`config.mk`:
```
export PLATFORM = sky130hd
export DESIGN_NAME = axis_frame_scheduler
export DESIGN_NICKNAME = d
export VERILOG_FILES = /design/src/rtl/axis_frame_scheduler.sv
export SDC_FILE = /design/constraint.sdc
export NUM_CORES = 1
export LEC_CHECK = 0
export CORE_ASPECT_RATIO = 1.75
export CORE_MARGIN = 3
export CORE_UTILIZATION = 59
export CTS_BUF_LIST = sky130_fd_sc_hd__clkbuf_16
export CTS_CLUSTER_DIAMETER = 100
export DETAILED_ROUTE_END_ITERATION = 8
export DONT_BUFFER_PORTS = 1
export PLACE_DENSITY = 0.75
export SYNTH_ARGS = -nofsm -noshare
export SYNTH_HDL_FRONTEND = slang
export SYNTH_SLANG_ARGS = --single-unit
```
`constraint.sdc`:
```
create_clock -name M_AXIS_ACLK -period 2.3 [get_ports M_AXIS_ACLK]
set_input_delay 0.115 -clock M_AXIS_ACLK [delete_from_list [all_inputs] [get_ports M_AXIS_ACLK]]
set_output_delay 0.115 -clock M_AXIS_ACLK [all_outputs]
set_load 0.005 [all_outputs]
```
`src/rtl/axis_frame_scheduler.sv`:
```
// Line/frame sequencer for a line-burst AXI4-Stream source: one line_start per line,
// tracks TLAST handshakes, inserts line/frame gaps, and watches for stalled lines.
module axis_frame_scheduler #(
    parameter int PIXELS_VERTICAL = 1024,
    parameter int LINE_GAP        = 0,
    parameter int FRAME_DELAY     = 2,
    parameter int LINE_TIMEOUT    = 4096
) (
    input  logic        M_AXIS_ACLK,
    input  logic        M_AXIS_ARESETN,
    input  logic        ctrl_enable,
    input  logic        ctrl_oneshot,
    input  logic        mon_tvalid,
    input  logic        mon_tready,
    input  logic        mon_tlast,
    output logic        line_start,
    output logic        sof,
    output logic [11:0] line_index,
    output logic [3:0]  frame_index,
    output logic        frame_done,
    output logic        busy,
    output logic        err_timeout,
    output logic        err_overrun
);

    localparam int WD_W = (LINE_TIMEOUT > 1) ? $clog2(LINE_TIMEOUT) : 1;
    localparam logic [WD_W-1:0] WD_LAST   = WD_W'((LINE_TIMEOUT > 0) ? LINE_TIMEOUT - 1 : 0);
    localparam logic [9:0]      LG_LAST   = 10'((LINE_GAP > 0) ? LINE_GAP - 1 : 0);
    localparam logic [9:0]      FD_LAST   = 10'((FRAME_DELAY > 0) ? FRAME_DELAY - 1 : 0);
    localparam logic [11:0]     LAST_LINE = 12'(PIXELS_VERTICAL - 1);

    typedef enum logic [2:0] {
        S_IDLE,
        S_LINE_START,
        S_LINE_WAIT,
        S_LINE_GAP,
        S_FRAME_GAP
    } state_t;

    state_t          state, state_nxt;
    logic [9:0]      gap_cnt;
    logic [WD_W-1:0] wdog;
    logic            oneshot_q;
    logic            beat, eol;
    logic            frame_go, line_adv, frame_end, wd_fire;

    assign beat = mon_tvalid & mon_tready;
    assign eol  = beat & mon_tlast;

    always_comb begin
        state_nxt = state;
        frame_go  = 1'b0;
        line_adv  = 1'b0;
        frame_end = 1'b0;
        wd_fire   = 1'b0;
        case (state)
            // A completed one-shot frame keeps oneshot_q set, parking here until enable drops.
            S_IDLE: begin
                if (ctrl_enable && !oneshot_q) begin
                    state_nxt = S_LINE_START;
                    frame_go  = 1'b1;
                end
            end
            S_LINE_START: state_nxt = S_LINE_WAIT;
            S_LINE_WAIT: begin
                if (eol) begin
                    if (line_index == LAST_LINE) begin
                        frame_end = 1'b1;
                        if (FRAME_DELAY != 0) begin
                            state_nxt = S_FRAME_GAP;
                        end else if (ctrl_enable && !oneshot_q) begin
                            state_nxt = S_LINE_START;
                            frame_go  = 1'b1;
                        end else begin
                            state_nxt = S_IDLE;
                        end
                    end else begin
                        line_adv  = 1'b1;
                        state_nxt = (LINE_GAP != 0) ? S_LINE_GAP : S_LINE_START;
                    end
                end else if (LINE_TIMEOUT != 0 && wdog == WD_LAST) begin
                    wd_fire   = 1'b1;
                    state_nxt = S_IDLE;
                end
            end
            S_LINE_GAP: begin
                if (gap_cnt == LG_LAST) state_nxt = S_LINE_START;
            end
            S_FRAME_GAP: begin
                if (gap_cnt == FD_LAST) begin
                    if (ctrl_enable && !oneshot_q) begin
                        state_nxt = S_LINE_START;
                        frame_go  = 1'b1;
                    end else begin
                        state_nxt = S_IDLE;
                    end
                end
            end
            default: state_nxt = S_IDLE;
        endcase
    end

    always_ff @(posedge M_AXIS_ACLK or negedge M_AXIS_ARESETN) begin
        if (!M_AXIS_ARESETN) begin
            state       <= S_IDLE;
            gap_cnt     <= '0;
            wdog        <= '0;
            oneshot_q   <= 1'b0;
            line_start  <= 1'b0;
            sof         <= 1'b0;
            line_index  <= '0;
            frame_index <= '0;
            frame_done  <= 1'b0;
            busy        <= 1'b0;
            err_timeout <= 1'b0;
            err_overrun <= 1'b0;
        end else begin
            state       <= state_nxt;
            line_start  <= (state_nxt == S_LINE_START);
            busy        <= (state_nxt != S_IDLE);
            frame_done  <= frame_end;
            err_timeout <= wd_fire;
            err_overrun <= eol && (state != S_LINE_WAIT);

            if ((state == S_LINE_GAP || state == S_FRAME_GAP) && state_nxt == state)
                gap_cnt <= gap_cnt + 10'd1;
            else
                gap_cnt <= '0;

            // Saturating watchdog; cleared every line_start.
            if (state == S_LINE_START)
                wdog <= '0;
            else if (state == S_LINE_WAIT && wdog != '1)
                wdog <= wdog + WD_W'(1);

            if (frame_go)
                oneshot_q <= ctrl_oneshot;
            else if (wd_fire || (state == S_IDLE && !ctrl_enable))
                oneshot_q <= 1'b0;

            if (frame_end || wd_fire || frame_go)
                line_index <= '0;
            else if (line_adv)
                line_index <= line_index + 12'd1;

            if (frame_end)
                frame_index <= frame_index + 4'd1;

            // sof marks the frame's first beat; a new frame start overrides a same-cycle clear.
            if (frame_go)
                sof <= 1'b1;
            else if (wd_fire || (sof && beat && state == S_LINE_WAIT))
                sof <= 1'b0;
        end
    end

endmodule
```
==> results of run 1 <==
-- metrics by stage --
| step | power [W] | util | cell area, µm² | std cells | hold WS (ns) |
|---|---|---|---|---|---|
| 2_1_floorplan | 0.00128 | - | 2280 | 223 | -0.181 |
| 3_3_place_gp | 0.00134 | 0.635 | 2330 | 266 | -0.180 |
| 3_5_place_dp | 0.00137 | 0.635 | 2330 | 266 | -0.180 |
| 4_1_cts | 0.00220 | 0.694 | 2540 | 277 | 0.0298 |
| 5_1_grt | 0.00229 | 0.694 | 2540 | 277 | 0.0480 |
| 6_report | 0.00218 | 0.694 | 2540 | 277 | 0.0260 |
-- worst register-to-register path, cell delays in order (launching register included) --
cell and delay (ns):
dfrtp_1 0.41, ha_1 0.23, and3_1 0.24, and4_4 0.24, o31ai_1 0.37, or2_1 0.36, nor2_1 0.11
-- sequential cells by signal (all words and copies together) (netlist names) --
name and flops:
line_index 12, oneshot_q 1, busy 1, err_timeout 1, frame_done 1, frame_index 4
sof 1, state 3, gap_cnt 10, wdog 12, line_start 1, err_overrun 1
-- timing repair --
item,CTS,global route
endpoints found under the setup margin,0,0
hold endpoints to repair,49,0
hold buffers,3,0
-- report_power, final --
group / total, W / leakage, nW / internal (W) / switching [W]
combinational: 0.000351 / 0.444 / 0.000128 / 0.000223
sequential: 0.00102 / 0.655 / 0.000931 / 0.0000896
clock: 0.000812 / 0.0798 / 0.000510 / 0.000302
-- metal layers --
layer / track usage / vias up / wire, µm
li1: - / 776 / -
met1: 0.252 / 800 / 1740
met2: 0.364 / 44 / 2350
met3: 0.0523 / 5 / 206
met4: 0.0698 / 0 / 59
met5: 0 / - / 0
-- final cells by class --
class | count | area (µm²) | area share
timing repair buffer | 4 | 55.1 | 0.0217
multi-input combinational | 164 | 1030 | 0.407
inverter | 7 | 26.3 | 0.0103
tap | 46 | 57.6 | 0.0226
sequential | 48 | 1200 | 0.472
clock buffer | 5 | 125 | 0.0492
clock inverter | 3 | 42.5 | 0.0167
-- placed cells by master (no fill, tap or decap), types with 2 or more instances in the layout --
| master | count |
|---|---|
| o21ai_0 | 5 |
| nor2_1 | 39 |
| a31oi_1 | 4 |
| ha_1 | 6 |
| a311oi_1 | 2 |
| or3_1 | 2 |
| xnor2_1 | 11 |
| dlygate4sd3_1 | 2 |
| and4_4 | 3 |
| clkbuf_16 | 5 |
| xor2_1 | 20 |
| nor3_1 | 4 |
| nand4_1 | 4 |
| nor4_1 | 2 |
| and3_1 | 8 |
| nand2_1 | 16 |
| dfrtp_1 | 48 |
| a21oi_1 | 3 |
| nand3_1 | 18 |
| inv_1 | 7 |
| mux2i_1 | 2 |
-- logic make-up after synthesis --
logic type | count (synthesis)
adder cells (fa/ha/maj) | 6
AO/OA/AOI/OAI | 17
multiplexers | 3
flip-flops | 48
XOR/XNOR | 31
AND/OR/NAND/NOR | 107
buffers and inverters | 11
-- final timing paths --
kind / startpoint / end / slack [ns]
max in group asynchronous: M_AXIS_ARESETN / gap_cnt[4] / 1.73
max reg2reg: wdog[0] / gap_cnt[4] / 0.22
min in group asynchronous: M_AXIS_ARESETN / err_overrun / 0.37
min: ctrl_enable / oneshot_q / 0.03
min reg2reg: frame_index[3] / frame_index[3] / 0.50
max: wdog[0] / gap_cnt[4] / 0.22
==> impl_results.md, run 1 <==
* Initial antenna violation count at 0
* Synthesized Nets at 236
* Worst VDD drop at 0.000774 V
* Synth top cells by count: 48 x dfrtp_1, 39 x nor2_1, 20 x xor2_1
* Pwr Density at 859 nW/µm²
* CP max stage cell: dfrtp_1
* Worst Max-Slew Pin Slew at 0.688 ns
* Worst setup SP type: flip-flop
* DR WL/cell at 15.7 µm
* Sequential element share of the synthesized area at 0.527
* Max-Cap Viols at 0
* Post-Synth Adder-Cell Area at 0.0329
* GPL Wtd Cong at 0.895
* Mapped Area at 2280 µm²
* Leading area contributor after synthesis: dfrtp_1
* Die W at 53 µm
* Rows at 29
* CTS buffer count at 5
* Worst min path class: input pin to flip-flop
* Top-count cell post-synth: dfrtp_1
* DR iter-0 viols at 47
* DIE AREA at 4680 µm²
* FILL cells at 254
* Port bufs at 0
* GR Overflow Total at 0
* Synth warn at 0
* Endpoints failing setup at 0
* First-pass GRT wire length at 7360 µm
* H-tree depth at 2
* Delay of the slowest critical-path stage at 0.41 ns
* First-pass detailed-route iteration total at 4
* Syn avg cell area at 10.2 µm²
* Antenna Cells at 0
* # IOs at 29
* Tcrit/Tclk final at 0.905
* Synth area leaders: dfrtp_1 53%, xor2_1 7.7%, nor2_1 6.4%, xnor2_1 4.2%, nand3_1 3.9%
* Synth Area in Compound Gates at 0.0472
* WP depth at 6
* Post-CTS setup buffers at 0
* Status: finished, final reports clean
* Antenna-violating nets left at 0
* Xor and xnor fraction of the mapped netlist area at 0.119
* Clk_skew at 0.00413 ns
* Crit Path Class: flip-flop to flip-flop
* Worst path bufs/invs at 0
* Worst-Skew Late Latency at 0.28 ns
* Die Y at 88.3 µm
* Vias at 1,625
* Worst slack at placement at 0.234 ns
* CTS tree: yes
* Max Transition Viols Final at 0
* Post-layout min period at 2.08 ns
* Starting Density at 0.622
* Nets at 243
* Post-CTS sizing at 0
* Setup ws final at 0.219 ns
* Number of synthesized flops with an enable pin at 0
* Cells after Synth at 223
* Setup TNS at 0 ns
* Max clock buf depth at 2
* Worst path arrival time at 2.23 ns
* Synth Area in Simple Gates at 0.241
* WHS Path Cells at 2
* DRC errors left at 0
* Core box area at 3660 µm²
* Final WL at 4350 µm
* Top FF cell, synth: dfrtp_1
* Area Growth Syn to Fin at 11.5%
* CP Max Fanout at 10
* Setup crit end kind: flip-flop
* Clock-pin slew on the worst setup and hold paths at 0.06 ns
* Vias per cell at 5.87
* Yosys top cell area share at 0.527
* Leak Pwr at 1.18 nW
* Clock root cell: clkbuf_16
* Synth unique cells at 36
* Critical Path RT at 2.45 ns
* Vias in the first global route at 1,661
* Worst-path cell chain: ha_1 > and3_1 > and4_4 > o31ai_1 > or2_1 > nor2_1
* Largest family of logic cells by synthesized area: simple AND/OR/NAND/NOR gates
* Largest net degree at the start of global routing at 49
* Post-synth ARST share at 1.00
* CTS sink count at 48
* Share of cells above drive strength 1 at 0.0823
* #FFs+latches synth at 48
* Post-synthesis mux area share at 0.0137
* Unrepaired setup endpoints after global routing: no
* Top delay family on crit path: simple AND/OR/NAND/NOR gates
* Slew margin rel. at 0.540
* Fmax at 0.481 GHz
* GRT Total Usage at 0.211
* Detailed placement HPWL at 3120 µm
* Final hold vios at 0
* FF-to-FF path depth at 6
No activity file was read; power rests on OpenSTA's default activity.
==> run 2: changes to the inputs <==
==> constraint.sdc (replaced) <==
create_clock -name M_AXIS_ACLK -period 2.3 [get_ports M_AXIS_ACLK]
set_input_delay 0.115 -clock M_AXIS_ACLK [delete_from_list [all_inputs] [get_ports M_AXIS_ACLK]]
set_output_delay 0.115 -clock M_AXIS_ACLK [all_outputs]
set_load 0.01 [all_outputs]
==> run 2 against run 1 <==
Effect of this change: hold slack better by 0.017 ns; utilization grew 0.10 points; clock skew is 0.0017 ns lower; combinational power is 4% higher; sequential cell count is the same; largest cell class unchanged; largest power group unchanged; highest routed layer unchanged.
==> impl_results.md, run 2 (same netlist as run 1, synthesis figures left out) <==
* Status: finished, final reports clean
* FF-to-FF path depth at 7
* Critical Path RT at 2.43 ns
* Initial antenna violation count at 0
* Vias in the first global route at 1,672
* Worst path arrival time at 2.25 ns
* DR iter-0 viols at 38
* Starting Density at 0.622
* Die W at 53 µm
* Nets at 244
* Unrepaired setup endpoints after global routing: no
* DR WL/cell at 16.6 µm
* Final WL at 4630 µm
* Final hold vios at 0
* Detailed placement HPWL at 3300 µm
* GR Overflow Total at 0
* Most frequent cells in the layout: 48 x dfrtp_1, 39 x nor2_1, 20 x xor2_1
* Most common cell after layout, fill and taps aside: dfrtp_1
* Max Transition Viols Final at 0
* Port bufs at 0
* Antenna-violating nets left at 0
* Leak Pwr at 1.19 nW
* Worst setup SP type: flip-flop
* Setup ws final at 0.183 ns
* Core box area at 3660 µm²
* Tcrit/Tclk final at 0.920
* DIE AREA at 4680 µm²
* Worst slack at placement at 0.264 ns
* Largest net degree at the start of global routing at 49
* Worst min path class: input pin to flip-flop
* Antenna Cells at 0
* Share of cells above drive strength 1 at 0.0819
* Largest regs: line_index: 12 flops, wdog: 12 flops, gap_cnt: 10 flops
* Slew margin rel. at 0.540
* DRC errors left at 0
* Worst-Skew Late Latency at 0.28 ns
* Clk_skew at 0.00242 ns
* Post-Layout Cell Count at 278
* Max clock buf depth at 2
* CTS tree: yes
* Setup TNS at 0 ns
* Post-CTS setup buffers at 0
* First-pass GRT wire length at 7760 µm
* Endpoints failing setup at 0
* Rows at 29
* H-tree depth at 2
* Vias at 1,656
* Post-layout min period at 2.12 ns
* Fmax at 0.472 GHz
* Max-Cap Viols at 0
* Vias per cell at 5.96
* Worst hold slack at 0.0428 ns
* FILL cells at 278
* Pwr Density at 862 nW/µm²
* Die Y at 88.3 µm
* GPL Wtd Cong at 0.791
* Dpl cells at 267
* CTS sink count at 48
* # IOs at 29
* WHS Path Cells at 2
* CP Max Fanout at 6
* GRT Total Usage at 0.222
* Multi-input gate area at 1030 µm²
* Worst VDD drop at 0.000672 V
* CTS buffer count at 5
* Clock-pin slew on the worst setup and hold paths at 0.06 ns
* Setup crit end kind: flip-flop
* First-pass detailed-route iteration total at 4
* Area Growth Syn to Fin at 11.6%
* Worst Max-Slew Pin Slew at 0.688 ns
* Clock root cell: clkbuf_16
* Seq. cell area at 1200 µm²
* Crit Path Class: flip-flop to flip-flop
## run 2: layout make-up
| cell class | instances | area share |
|---|---|---|
| clock buffers | 5 | 0.0491 |
| clock inverters | 3 | 0.0152 |
| inverters | 7 | 0.0103 |
| multi-input cells | 164 | 0.406 |
| flip-flops and latches | 48 | 0.472 |
| well taps | 46 | 0.0226 |
| repair buffers | 5 | 0.0246 |
## run 2: timing repair
action                                 4_1_cts  5_1_grt
endpoints found under the hold margin       49        0
gates resized for setup                      0        0
hold buffers                                 3        0
## run 2: metal layers
layer | track usage | up-vias | wire, µm
li1 | - | 774 | -
met1 | 0.259 | 828 | 1820
met2 | 0.385 | 45 | 2510
met3 | 0.0489 | 9 | 201
met4 | 0.0930 | 0 | 87
met5 | 0 | - | 0
## run 2: stage by stage
step	utilization	instance area, µm²	total power, W
global placement	0.637	2330	0.00137
CTS	0.695	2550	0.00221
detailed placement	0.637	2330	0.00139
floorplan	-	2280	0.00129
global route	0.695	2550	0.00230
finish	0.695	2550	0.00219
## run 2: power by group
group | leakage [nW] | internal [W] | switching, W
Sequential | 0.655 | 0.000931 | 0.000104
Clock | 0.0850 | 0.000506 | 0.000289
Combinational | 0.449 | 0.000138 | 0.000225
Total | 1.19 | 0.00158 | 0.000618
## run 2: worst max-delay path, cell delays in order, from the launching register on
cell	delay [ns]
dfrtp_1	0.41
ha_1	0.22
and3_1	0.22
and4_4	0.22
nor4b_2	0.44
nand3_1	0.17
xor2_1	0.20
nor2_1	0.07
## run 2: path summary, 6_finish.rpt
kind	startpoint	end	slack, ns
max reg2reg	wdog[0]	wdog[11]	0.18
max	wdog[0]	wdog[11]	0.18
min	ctrl_enable	oneshot_q	0.04
min reg2reg	wdog[0]	wdog[0]	0.53
max in group asynchronous	M_AXIS_ARESETN	wdog[7]	1.72
min in group asynchronous	M_AXIS_ARESETN	frame_done	0.36
